--- src/rtl/decode_stage_hs_pkg.sv ---
// Shared constants for the decode stage: opcodes, ALU/CSR op encodings, default widths.
// The ALU-op mapping for arithmetic funct3 values is also kept here.
package decode_stage_hs_pkg;

  localparam int unsigned XLEN_DEF   = 32;
  localparam int unsigned XADDR_DEF  = 5;
  localparam int unsigned ALUOPS_DEF = 4;

  typedef enum logic [6:0] {
    OP_LUI    = 7'b0110111,
    OP_AUIPC  = 7'b0010111,
    OP_JAL    = 7'b1101111,
    OP_JALR   = 7'b1100111,
    OP_BRANCH = 7'b1100011,
    OP_LOAD   = 7'b0000011,
    OP_STORE  = 7'b0100011,
    OP_IMM    = 7'b0010011,
    OP_OP     = 7'b0110011,
    SYSTEM_OP = 7'b1110011
  } opcode_e;

  typedef enum logic [3:0] {
    ALU_ADD  = 4'd0,
    ALU_SUB  = 4'd1,
    ALU_SLL  = 4'd2,
    ALU_SLT  = 4'd3,
    ALU_SLTU = 4'd4,
    ALU_XOR  = 4'd5,
    ALU_SRL  = 4'd6,
    ALU_SRA  = 4'd7,
    ALU_OR   = 4'd8,
    ALU_AND  = 4'd9,
    ALU_EQ   = 4'd10,
    ALU_NEQ  = 4'd11,
    ALU_GE   = 4'd12,
    ALU_GEU  = 4'd13
  } alu_op_e;

  typedef enum logic [1:0] {
    CSR_NONE = 2'd0,
    CSR_RW   = 2'd1,
    CSR_RS   = 2'd2,
    CSR_RC   = 2'd3
  } csr_op_e;

  // alt = funct7 is 0100000; SUB only exists for register-register ops
  function automatic alu_op_e alu_arith(input logic [2:0] f3, input logic alt,
                                        input logic is_reg);
    case (f3)
      3'b000:  alu_arith = (alt && is_reg) ? ALU_SUB : ALU_ADD;
      3'b001:  alu_arith = ALU_SLL;
      3'b010:  alu_arith = ALU_SLT;
      3'b011:  alu_arith = ALU_SLTU;
      3'b100:  alu_arith = ALU_XOR;
      3'b101:  alu_arith = alt ? ALU_SRA : ALU_SRL;
      3'b110:  alu_arith = ALU_OR;
      default: alu_arith = ALU_AND;
    endcase
  endfunction

endpackage

--- src/rtl/decode_stage_hs_if.sv ---
// Fetch, write-back, execute-hazard and output-bundle signals of the decode stage.
interface decode_stage_hs_if #(
  parameter int unsigned XLEN   = 32,
  parameter int unsigned XADDR  = 5,
  parameter int unsigned ALUOPS = 4
);
  logic              i_valid;
  logic              o_ready;
  logic [XLEN-1:0]   i_inst;
  logic [XLEN-1:0]   i_pc;
  logic              i_flush;
  logic              i_wr_en;
  logic [XADDR-1:0]  i_rd_addr;
  logic [XLEN-1:0]   i_rd_data;
  logic              i_ex_load;
  logic [XADDR-1:0]  i_ex_rd_addr;
  logic              or_valid;
  logic              i_ready;
  logic [6:0]        or_opcode;
  logic [2:0]        or_funct3;
  logic [6:0]        or_funct7;
  logic [XADDR-1:0]  or_rd_addr;
  logic [XADDR-1:0]  or_rs1_addr;
  logic [XADDR-1:0]  or_rs2_addr;
  logic [XLEN-1:0]   or_rs1_data;
  logic [XLEN-1:0]   or_rs2_data;
  logic [XLEN-1:0]   or_imm;
  logic [XLEN-1:0]   or_pc;
  logic [ALUOPS-1:0] or_alu_op;
  logic [11:0]       or_csr_addr;
  logic [1:0]        or_csr_op;
  logic              or_csr_imm;
  logic              or_illegal;

  modport slave (
    input  i_valid, i_inst, i_pc, i_flush, i_wr_en, i_rd_addr, i_rd_data,
           i_ex_load, i_ex_rd_addr, i_ready,
    output o_ready, or_valid, or_opcode, or_funct3, or_funct7, or_rd_addr,
           or_rs1_addr, or_rs2_addr, or_rs1_data, or_rs2_data, or_imm, or_pc,
           or_alu_op, or_csr_addr, or_csr_op, or_csr_imm, or_illegal
  );

  modport master (
    output i_valid, i_inst, i_pc, i_flush, i_wr_en, i_rd_addr, i_rd_data,
           i_ex_load, i_ex_rd_addr, i_ready,
    input  o_ready, or_valid, or_opcode, or_funct3, or_funct7, or_rd_addr,
           or_rs1_addr, or_rs2_addr, or_rs1_data, or_rs2_data, or_imm, or_pc,
           or_alu_op, or_csr_addr, or_csr_op, or_csr_imm, or_illegal
  );
endinterface

--- src/rtl/regfile_2r1w.sv ---
// Integer register file, two async read ports and one write port with write-to-read bypass.
// x0 is hard-wired to zero.
module regfile_2r1w #(
  parameter int unsigned XLEN  = 32,
  parameter int unsigned XADDR = 5
) (
  input  logic             i_clk,
  input  logic             i_rst,
  input  logic             i_wr_en,
  input  logic [XADDR-1:0] i_wr_addr,
  input  logic [XLEN-1:0]  i_wr_data,
  input  logic [XADDR-1:0] i_ra1,
  input  logic [XADDR-1:0] i_ra2,
  output logic [XLEN-1:0]  o_rd1,
  output logic [XLEN-1:0]  o_rd2
);
  localparam int unsigned NREGS = 1 << XADDR;

  logic [XLEN-1:0] mem [NREGS];

  always_ff @(posedge i_clk or posedge i_rst) begin
    if (i_rst) begin
      for (int unsigned k = 0; k < NREGS; k++) mem[k] <= '0;
    end else if (i_wr_en && (i_wr_addr != '0)) begin
      mem[i_wr_addr] <= i_wr_data;
    end
  end

  always_comb begin
    o_rd1 = '0;
    o_rd2 = '0;
    if (i_ra1 != '0) o_rd1 = (i_wr_en && i_wr_addr == i_ra1) ? i_wr_data : mem[i_ra1];
    if (i_ra2 != '0) o_rd2 = (i_wr_en && i_wr_addr == i_ra2) ? i_wr_data : mem[i_ra2];
  end
endmodule

--- src/rtl/decode_stage_hs.sv ---
// RV32I + Zicsr decode stage with valid/ready handshake, load-use interlock and flush.
// Holds the integer register file; output bundle is registered.
module decode_stage_hs
  import decode_stage_hs_pkg::*;
#(
  parameter int unsigned XLEN   = XLEN_DEF,
  parameter int unsigned XADDR  = XADDR_DEF,
  parameter int unsigned ALUOPS = ALUOPS_DEF
) (
  input logic               i_clk,
  input logic               i_rst,
  decode_stage_hs_if.slave  bus
);
  logic [6:0]       opcode;
  logic [2:0]       f3;
  logic [6:0]       f7;
  logic [XADDR-1:0] rs1, rs2, rd;
  logic [XLEN-1:0]  rs1_data, rs2_data;
  logic             f7_alt;
  logic             uses_rs2;
  logic             advance, hazard;

  alu_op_e          alu_d;
  csr_op_e          csr_op_d;
  logic             csr_imm_d;
  logic [11:0]      csr_addr_d;
  logic             illegal_d;
  logic [31:0]      imm32;

  assign opcode = bus.i_inst[6:0];
  assign f3     = bus.i_inst[14:12];
  assign f7     = bus.i_inst[31:25];
  assign rd     = bus.i_inst[11:7];
  assign rs1    = bus.i_inst[19:15];
  assign rs2    = bus.i_inst[24:20];
  assign f7_alt = (f7 == 7'b0100000);

  regfile_2r1w #(.XLEN(XLEN), .XADDR(XADDR)) u_rf (
    .i_clk     (i_clk),
    .i_rst     (i_rst),
    .i_wr_en   (bus.i_wr_en),
    .i_wr_addr (bus.i_rd_addr),
    .i_wr_data (bus.i_rd_data),
    .i_ra1     (rs1),
    .i_ra2     (rs2),
    .o_rd1     (rs1_data),
    .o_rd2     (rs2_data)
  );

  always_comb begin
    alu_d      = ALU_ADD;
    csr_op_d   = CSR_NONE;
    csr_imm_d  = 1'b0;
    csr_addr_d = '0;
    illegal_d  = 1'b0;
    imm32      = '0;
    case (opcode)
      OP_LUI, OP_AUIPC: imm32 = {bus.i_inst[31:12], 12'b0};
      OP_JAL:   imm32 = {{12{bus.i_inst[31]}}, bus.i_inst[19:12], bus.i_inst[20],
                         bus.i_inst[30:21], 1'b0};
      OP_JALR, OP_LOAD: imm32 = {{20{bus.i_inst[31]}}, bus.i_inst[31:20]};
      OP_STORE: imm32 = {{20{bus.i_inst[31]}}, bus.i_inst[31:25], bus.i_inst[11:7]};
      OP_BRANCH: begin
        imm32 = {{20{bus.i_inst[31]}}, bus.i_inst[7], bus.i_inst[30:25],
                 bus.i_inst[11:8], 1'b0};
        case (f3)
          3'b000:  alu_d = ALU_EQ;
          3'b001:  alu_d = ALU_NEQ;
          3'b100:  alu_d = ALU_SLT;
          3'b101:  alu_d = ALU_GE;
          3'b110:  alu_d = ALU_SLTU;
          3'b111:  alu_d = ALU_GEU;
          default: illegal_d = 1'b1;
        endcase
      end
      OP_IMM: begin
        imm32 = {{20{bus.i_inst[31]}}, bus.i_inst[31:20]};
        alu_d = alu_arith(f3, f7_alt, 1'b0);
      end
      OP_OP: begin
        alu_d     = alu_arith(f3, f7_alt, 1'b1);
        illegal_d = !(f7_alt || f7 == 7'b0000000);
      end
      SYSTEM_OP: begin
        imm32      = {27'b0, bus.i_inst[19:15]};
        csr_addr_d = bus.i_inst[31:20];
        csr_op_d   = csr_op_e'(f3[1:0]);
        csr_imm_d  = f3[2];
        illegal_d  = (f3 == 3'b100);
      end
      default: illegal_d = 1'b1;
    endcase
  end

  assign uses_rs2 = (opcode == OP_BRANCH) || (opcode == OP_STORE) || (opcode == OP_OP);
  assign advance  = !bus.or_valid || bus.i_ready;
  // The load being tracked is the bundle now leaving decode, hence the or_valid term
  assign hazard   = bus.i_valid && bus.i_ex_load && bus.or_valid && (bus.i_ex_rd_addr != '0)
                    && ((bus.i_ex_rd_addr == rs1) || (uses_rs2 && bus.i_ex_rd_addr == rs2));
  assign bus.o_ready = advance && !hazard && !bus.i_flush;

  always_ff @(posedge i_clk or posedge i_rst) begin
    if (i_rst) begin
      bus.or_valid    <= 1'b0;
      bus.or_opcode   <= '0;
      bus.or_funct3   <= '0;
      bus.or_funct7   <= '0;
      bus.or_rd_addr  <= '0;
      bus.or_rs1_addr <= '0;
      bus.or_rs2_addr <= '0;
      bus.or_rs1_data <= '0;
      bus.or_rs2_data <= '0;
      bus.or_imm      <= '0;
      bus.or_pc       <= '0;
      bus.or_alu_op   <= '0;
      bus.or_csr_addr <= '0;
      bus.or_csr_op   <= '0;
      bus.or_csr_imm  <= 1'b0;
      bus.or_illegal  <= 1'b0;
    end else if (bus.i_flush) begin
      bus.or_valid <= 1'b0;
    end else if (advance) begin
      bus.or_valid <= bus.i_valid && bus.o_ready;
      if (bus.i_valid && bus.o_ready) begin
        bus.or_opcode   <= opcode;
        bus.or_funct3   <= f3;
        bus.or_funct7   <= f7;
        bus.or_rd_addr  <= rd;
        bus.or_rs1_addr <= rs1;
        bus.or_rs2_addr <= rs2;
        bus.or_rs1_data <= rs1_data;
        bus.or_rs2_data <= rs2_data;
        bus.or_imm      <= XLEN'($signed(imm32));
        bus.or_pc       <= bus.i_pc;
        bus.or_alu_op   <= ALUOPS'(alu_d);
        bus.or_csr_addr <= csr_addr_d;
        bus.or_csr_op   <= csr_op_d;
        bus.or_csr_imm  <= csr_imm_d;
        bus.or_illegal  <= illegal_d;
      end
    end
  end
endmodule

--- src/flat_wrapper.sv ---
// flat-port wrapper written by rule: the top's interface ports become plain ports
module decode_stage_hs_flat import decode_stage_hs_pkg::*;
#(
  parameter int unsigned XLEN   = XLEN_DEF,
  parameter int unsigned XADDR  = XADDR_DEF,
  parameter int unsigned ALUOPS = ALUOPS_DEF
)
  (i_clk, i_rst, bus_i_valid, bus_i_inst, bus_i_pc, bus_i_flush, bus_i_wr_en, bus_i_rd_addr, bus_i_rd_data, bus_i_ex_load, bus_i_ex_rd_addr, bus_i_ready, bus_o_ready, bus_or_valid, bus_or_opcode, bus_or_funct3, bus_or_funct7, bus_or_rd_addr, bus_or_rs1_addr, bus_or_rs2_addr, bus_or_rs1_data, bus_or_rs2_data, bus_or_imm, bus_or_pc, bus_or_alu_op, bus_or_csr_addr, bus_or_csr_op, bus_or_csr_imm, bus_or_illegal);
  decode_stage_hs_if #(.XLEN(XLEN), .XADDR(XADDR), .ALUOPS(ALUOPS)) bus_i ();
  input logic i_clk;
  input logic i_rst;
  input wire logic [$bits(bus_i.i_valid)-1:0] bus_i_valid;
  input wire logic [$bits(bus_i.i_inst)-1:0] bus_i_inst;
  input wire logic [$bits(bus_i.i_pc)-1:0] bus_i_pc;
  input wire logic [$bits(bus_i.i_flush)-1:0] bus_i_flush;
  input wire logic [$bits(bus_i.i_wr_en)-1:0] bus_i_wr_en;
  input wire logic [$bits(bus_i.i_rd_addr)-1:0] bus_i_rd_addr;
  input wire logic [$bits(bus_i.i_rd_data)-1:0] bus_i_rd_data;
  input wire logic [$bits(bus_i.i_ex_load)-1:0] bus_i_ex_load;
  input wire logic [$bits(bus_i.i_ex_rd_addr)-1:0] bus_i_ex_rd_addr;
  input wire logic [$bits(bus_i.i_ready)-1:0] bus_i_ready;
  output wire logic [$bits(bus_i.o_ready)-1:0] bus_o_ready;
  output wire logic [$bits(bus_i.or_valid)-1:0] bus_or_valid;
  output wire logic [$bits(bus_i.or_opcode)-1:0] bus_or_opcode;
  output wire logic [$bits(bus_i.or_funct3)-1:0] bus_or_funct3;
  output wire logic [$bits(bus_i.or_funct7)-1:0] bus_or_funct7;
  output wire logic [$bits(bus_i.or_rd_addr)-1:0] bus_or_rd_addr;
  output wire logic [$bits(bus_i.or_rs1_addr)-1:0] bus_or_rs1_addr;
  output wire logic [$bits(bus_i.or_rs2_addr)-1:0] bus_or_rs2_addr;
  output wire logic [$bits(bus_i.or_rs1_data)-1:0] bus_or_rs1_data;
  output wire logic [$bits(bus_i.or_rs2_data)-1:0] bus_or_rs2_data;
  output wire logic [$bits(bus_i.or_imm)-1:0] bus_or_imm;
  output wire logic [$bits(bus_i.or_pc)-1:0] bus_or_pc;
  output wire logic [$bits(bus_i.or_alu_op)-1:0] bus_or_alu_op;
  output wire logic [$bits(bus_i.or_csr_addr)-1:0] bus_or_csr_addr;
  output wire logic [$bits(bus_i.or_csr_op)-1:0] bus_or_csr_op;
  output wire logic [$bits(bus_i.or_csr_imm)-1:0] bus_or_csr_imm;
  output wire logic [$bits(bus_i.or_illegal)-1:0] bus_or_illegal;
  assign bus_i.i_valid = bus_i_valid;
  assign bus_i.i_inst = bus_i_inst;
  assign bus_i.i_pc = bus_i_pc;
  assign bus_i.i_flush = bus_i_flush;
  assign bus_i.i_wr_en = bus_i_wr_en;
  assign bus_i.i_rd_addr = bus_i_rd_addr;
  assign bus_i.i_rd_data = bus_i_rd_data;
  assign bus_i.i_ex_load = bus_i_ex_load;
  assign bus_i.i_ex_rd_addr = bus_i_ex_rd_addr;
  assign bus_i.i_ready = bus_i_ready;
  assign bus_o_ready = bus_i.o_ready;
  assign bus_or_valid = bus_i.or_valid;
  assign bus_or_opcode = bus_i.or_opcode;
  assign bus_or_funct3 = bus_i.or_funct3;
  assign bus_or_funct7 = bus_i.or_funct7;
  assign bus_or_rd_addr = bus_i.or_rd_addr;
  assign bus_or_rs1_addr = bus_i.or_rs1_addr;
  assign bus_or_rs2_addr = bus_i.or_rs2_addr;
  assign bus_or_rs1_data = bus_i.or_rs1_data;
  assign bus_or_rs2_data = bus_i.or_rs2_data;
  assign bus_or_imm = bus_i.or_imm;
  assign bus_or_pc = bus_i.or_pc;
  assign bus_or_alu_op = bus_i.or_alu_op;
  assign bus_or_csr_addr = bus_i.or_csr_addr;
  assign bus_or_csr_op = bus_i.or_csr_op;
  assign bus_or_csr_imm = bus_i.or_csr_imm;
  assign bus_or_illegal = bus_i.or_illegal;
  decode_stage_hs #(.XLEN(XLEN), .XADDR(XADDR), .ALUOPS(ALUOPS)) u_core (.i_clk(i_clk), .i_rst(i_rst), .bus(bus_i));
endmodule
--- config.mk ---
export PLATFORM = sky130hd
export DESIGN_NAME = decode_stage_hs_flat
export DESIGN_NICKNAME = d
export VERILOG_FILES = /design/src/rtl/decode_stage_hs_pkg.sv /design/src/rtl/decode_stage_hs_if.sv /design/src/rtl/regfile_2r1w.sv /design/src/rtl/decode_stage_hs.sv /design/src/flat_wrapper.sv
export SDC_FILE = /design/constraint.sdc
export NUM_CORES = 2
export LEC_CHECK = 0
export BUFFER_PORTS_ARGS = -buffer_cell sky130_fd_sc_hd__buf_2
export CORE_MARGIN = 4
export CORE_UTILIZATION = 64
export CTS_BUF_LIST = sky130_fd_sc_hd__clkbuf_2 sky130_fd_sc_hd__clkbuf_4 sky130_fd_sc_hd__clkbuf_8
export DETAILED_ROUTE_END_ITERATION = 8
export PLACE_DENSITY = 0.83
export SYNTH_ARGS = -nofsm -noshare
export SYNTH_HDL_FRONTEND = slang
export SYNTH_HIERARCHICAL = 1
export SYNTH_SLANG_ARGS = --single-unit
--- constraint.sdc ---
create_clock -name i_clk -period 44.7 [get_ports i_clk]
set_input_delay 8.94 -clock i_clk [delete_from_list [all_inputs] [get_ports i_clk]]
set_output_delay 8.94 -clock i_clk [all_outputs]
set_load 0.01 [all_outputs]
### Word level (Yosys, flattened, before mapping)

Cells that the tools add are included.

| word-level totals | value |
|---|---|
| register bits | 1205 |
| input bits | 113 |
| logic and storage cells | 138 |

| cells by class | value |
|---|---|
| order comparisons | 4 |
| eq/ne operators | 22 |
| muxes and demuxes | 27 |
| bitwise logic cells | 4 |
| reduce and logical (&&, ||, !) cells | 33 |

Operator list:

| operator | number |
|---|---|
| bitwise mux 1024 bit | 1 |
| binary-select mux 32 bit (select 5 bit) | 2 |
| 2-to-1 mux 32 bit | 9 |
| one-hot mux 32 bit (6 select lines) | 1 |
| demux 32 bit (select 5 bit) | 1 |
| one-hot mux 4 bit (7 select lines) | 2 |
| equality test 7 x 6 -> 1 bit, second input constant | 4 |
| equality test 7 bit, second input constant | 4 |
| one-hot mux 4 bit (6 select lines) | 1 |
| equality test 5 bit | 4 |
| nonzero test 5 bit | 4 |
| >= comparator 6 bit, second input constant | 3 |
| NOT 5 -> 6 bit | 3 |
| equality test 7 x 5 -> 1 bit, second input constant | 2 |
| equality test 3 bit, second input constant | 4 |
| logical AND 1 bit | 12 |
| 2-to-1 mux 12 bit | 1 |
| one-hot mux 4 bit (3 select lines) | 1 |
| equality test 7 x 2 -> 1 bit, second input constant | 1 |
| logical NOT 7 bit | 1 |
| OR reduction 7 bit | 1 |
| equality test 3 x 2 -> 1 bit, second input constant | 2 |
| less-than comparator 6 x 1 -> 1 bit, second input constant | 1 |
| 2-to-1 mux 1 bit | 6 |
| other kinds (12) | 19 |

### Longest topological paths before layout

| depth | value |
|---|---|
| word-level depth | 12 |
| mapped depth | 12 |
| depth with buffers taken out | 7 |

### By module

The synthesis kept the hierarchy.

By module, submodules not included:

| module | instances | cells each | area each (um^2) | sequential area each (um^2) |
|---|---|---|---|---|
| regfile_2r1w | 1 | 3863 | 55024.0 | 25624.6 |
| decode_stage_hs | 1 | 595 | 7930.1 | 4529.3 |

### Least setup slack after synthesis

OpenSTA, ideal clock, no wires.

| timing path | value |
|---|---|
| path type | input-to-output |
| from | in bus_i_inst[2] |
| to | out bus_o_ready |
| arrival | 10.077 ns |
| path slack | 25.683 ns |
| stages | 6 |
| path buffers | 1 |
| cells stage by stage | buf_4 > and4bb_1 > nand2_2 > a2111oi_4 > a21oi_2 > o21a_1 |

| between the ends | value |
|---|---|
| cells in the longest elaborated chain, start to end | 9 |
| elaborated cells on any way between the ends | 11 |
| those cells by class | eq/ne: 3; reduce/logical: 8 |

Ends and longest elaborated chain:

| item | line | text |
|---|---|---|
| from (decl) | flat_wrapper.sv:13 | `input wire logic [$bits(bus_i.i_inst)-1:0] bus_i_inst;` |
| equality test 7 bit or equality test 7 x 6 -> 1 bit (tied branches) | decode_stage_hs.sv:95 | `assign uses_rs2 = (opcode == OP_BRANCH) \|\| (opcode == OP_STORE) \|\| (opcode == OP_OP);` |
| logical OR 1 bit | decode_stage_hs.sv:95 |  |
| logical OR 1 bit (*) | decode_stage_hs.sv:95 |  |
| logical AND 1 bit (*) | decode_stage_hs.sv:99 | `&& ((bus.i_ex_rd_addr == rs1) \|\| (uses_rs2 && bus.i_ex_rd_addr == rs2));` |
| logical OR 1 bit (*) | decode_stage_hs.sv:99 |  |
| logical AND 1 bit (*) | decode_stage_hs.sv:99 |  |
| logical NOT 1 bit (*) | decode_stage_hs.sv:100 | `assign bus.o_ready = advance && !hazard && !bus.i_flush;` |
| logical AND 1 bit (*) (2 in series) | decode_stage_hs.sv:100 |  |
| to (decl) | flat_wrapper.sv:22 | `output wire logic [$bits(bus_i.o_ready)-1:0] bus_o_ready;` |

Every way passes the cells marked *; elsewhere a longest branch is shown, timed or not.

### Final worst setup path

| timing path | value |
|---|---|
| from | in bus_i_inst[20] |
| to | out bus_o_ready |

| between the ends | value |
|---|---|
| cells in the longest elaborated chain, start to end | 7 |

Ends and longest elaborated chain:

| item | line |
|---|---|
| equality test 5 bit | decode_stage_hs.sv:99 |
| logical AND 1 bit | decode_stage_hs.sv:99 |
| logical OR 1 bit | decode_stage_hs.sv:99 |
| logical AND 1 bit | decode_stage_hs.sv:99 |
| logical NOT 1 bit | decode_stage_hs.sv:100 |
| logical AND 1 bit (2 in series) | decode_stage_hs.sv:100 |

No other way between the ends.

==> flow_metrics.tcl <==
set metrics [dict create \
    required_ps 35760 \
    tns_ps 0 \
    grt_pass1_wl_mm 293 \
    yosys-top-cells-area "dfrtp_1 48%, mux2_2 20%, mux4_2 14%" \
    final_nets 4685 \
    numCtsBuffers 194 \
    cts_setup_buffers 0 \
    place_congestion 0.953 \
    synth_nets 4571 \
    drt_wl_total_mm 199 \
    reg2regPathDepth 7 \
    reg2reg_slack_ps 40480 \
    worstMarginPinSlew_ps 1190 \
    initial_core_util 0.648 \
    clk_pin_slew_worst_paths_ps 60 \
    vias_per_cell 7.24 \
    num_vias 43514 \
    slew_headroom 0.202 \
    rsz0062_at_grt "no" \
    dr_wl_met2_mm 85.9 \
    setup_violations 0 \
    hold_path.startpoint "u_core/u_rf/mem[996]" \
    yosysMostFrequentCell "dfrtp_1" \
    rows 114 \
    hold_viol_final 0 \
    synth-main-ff-cell "dfrtp_1" \
    final_cells 6012 \
    grt_max_degree 156 \
    cts_buffer_depth 3 \
    crit_type "in -> out" \
    leakagePower_nw 31.1 \
    seq_area_frac_synth 0.479 \
    powerDensity_nw_per_um2 45.0 \
    drc 0 \
    ant_nets 0 \
    met3RoutedLength_mm 26.0 \
    ys_seq_elements 1205 \
    min_to "u_core/u_rf/mem[996]" \
    drtIter0Drc 5293 \
    finalCritPeriodShare 0.440 \
    yosysTopAreaCell "dfrtp_1" \
    grt_usage 0.384 \
    dp_hpwl_mm 117 \
    fmax_mhz 50.8 \
    coreArea_sq_um 97100 \
    min_period_ps 19670 \
    dieArea_sq_um 103000 \
    synth_top_area_frac 0.479 \
    dr.pass1.iters 6 \
    place_inst 5652 \
    cts_root_buffer "clkbuf_8" \
    cap_viol_max_count 0 \
    async_flop_share 1.00 \
    topRoutingLayerUsed "met5" \
    cts_resized 0 \
    yosysWarnings 6 \
    h-tree-depth 4 \
    drive_gt1_frac 0.496 \
    startpoint_type "input pin" \
    grt_pass1_vias 44881 \
    hold_depth 0 \
    cp.arrival_ps 10730 \
    antenna_found_initial 17 \
    die_x_microns 322 \
    r2r-start "u_core/bus.or_valid" \
    crit_path_max_fanout 59 \
    hp-class "reg -> reg" \
    status "finished, final reports clean" \
    wire_per_inst_microns 33.0 \
    synth-edff-count 0 \
    die_y_microns 322 \
    synthCells 4458 \
    r2r_end "u_core/bus.or_rs1_data[7]" \
    end_kind "output port" \
    drt-met1-wl_mm 72.6 \
    syn_area_sq_um 63000 \
    cts_hold_buf 0 \
    synthTopCellsByCount "1205 x dfrtp_1, 1110 x mux2_2, 378 x mux4_2" \
    cts_tree "done" \
    clock_latency_ps 910 \
    design.portCount 295 \
    ir_worst_vdd_mv 0.0244 \
    cts_sinks 1205 \
    finalCoreUtilization 0.712 \
    syn_area_per_cell_sq_um 14.1 \
    whs_ps 395 \
    cp-startpoint "bus_i_inst[20]" \
    synth.distinct_cells 65 \
    numPortBuffers 294 \
    fin_worst_skew_ps 40.9 \
    overflow 0 \
    syn_to_final_growth_pct 9.89 \
    maxSlewViolCount 0 \
]
==> layout by cell type, fill, tap and decap left out, drive strengths merged, types with 10 or more instances in the layout <==
cell type / instances
o221ai: 34
a31oi: 26
xor2: 14
inv: 34
nand3: 46
a221oi: 10
or3: 13
buf: 395
a211oi: 31
nor2: 63
clkbuf: 321
a22oi: 121
a32o: 32
o21ai: 62
mux4: 378
clkinv: 17
nor3: 16
nand2: 171
a221o: 17
nor2b: 20
dfrtp: 1205
o22ai: 58
a21oi: 62
mux2i: 303
nand4: 10
mux2: 1171
==> worst max-delay path by stage <==
stage,endpoint,slack (ps),cells after the start
6_report,bus_o_ready,25030,7
5_1_grt,bus_o_ready,24960,7
4_1_cts,bus_o_ready,25070,7
3_5_place_dp,bus_o_ready,25080,7
3_3_place_gp,bus_o_ready,25060,7
2_1_floorplan,u_core/u_rf/mem[0],6940,1
==> stage by stage <==
step	worst slack [ps]	area, sq um	power [W]
after detailed placement	25080	64800	0.00207
after global routing	24960	69200	0.00323
after floorplan	6940	63000	0.00188
after CTS	25070	69200	0.00311
final	25030	69200	0.00311
after global placement	25060	64800	0.00203
==> area by class of cell <==
cell class,count,area [sq um]
diodes,9,22.5
clock buffers,320,3990
repair buffers,396,2310
fillers,6291,28000
multi-input cells,2746,30600
inverters,29,124
flip-flops and latches,1205,30200
clock inverters,31,339
well taps,1276,1600
==> logic make-up (layout without fill, tap and decap cells) <==
family	count (synthesis)	in the layout	share of synthesized area
simple gates	381	381	0.0281
buf+inv	507	776	0.0385
xor+xnor	21	21	0.00292
compound gates	492	492	0.0559
other cells	0	9	0
flops	1205	1205	0.479
mux	1852	1852	0.396
==> power by group <==
part           switching, W  internal [W]
clock              0.000454      0.000587
sequential         0.000150       0.00129
combinational      0.000277      0.000351
==> per-layer routing <==
metal / vias to the layer above / track usage
met3: 833 / 0.116
met4: 10 / 0.226
li1: 17214 / -
met2: 3081 / 0.561
met5: - / 0
met1: 22376 / 0.517
==> flip-flops by register name (all words and copies together) (netlist names) <==
name and count:
u_core/u_rf/mem 1024, u_core/bus.or_imm 32, u_core/bus.or_pc 32, u_core/bus.or_rs1_data 32
u_core/bus.or_rs2_data 32, u_core/bus.or_csr_addr 12, u_core/bus.or_funct7 7, u_core/bus.or_opcode 7
u_core/bus.or_rd_addr 5, u_core/bus.or_rs1_addr 5, u_core/bus.or_rs2_addr 5, u_core/bus.or_alu_op 4
u_core/bus.or_funct3 3, u_core/bus.or_csr_op 2, u_core/bus.or_csr_imm 1, u_core/bus.or_illegal 1
u_core/bus.or_valid 1
==> critical path: stages <==
cell and delay (ps):
buf_8 490, xnor2_1 190, nand4_1 170, a2111oi_4 270, a21oi_2 140, o21a_1 330
buf_2 190
Power figures use the tool's default switching activity.
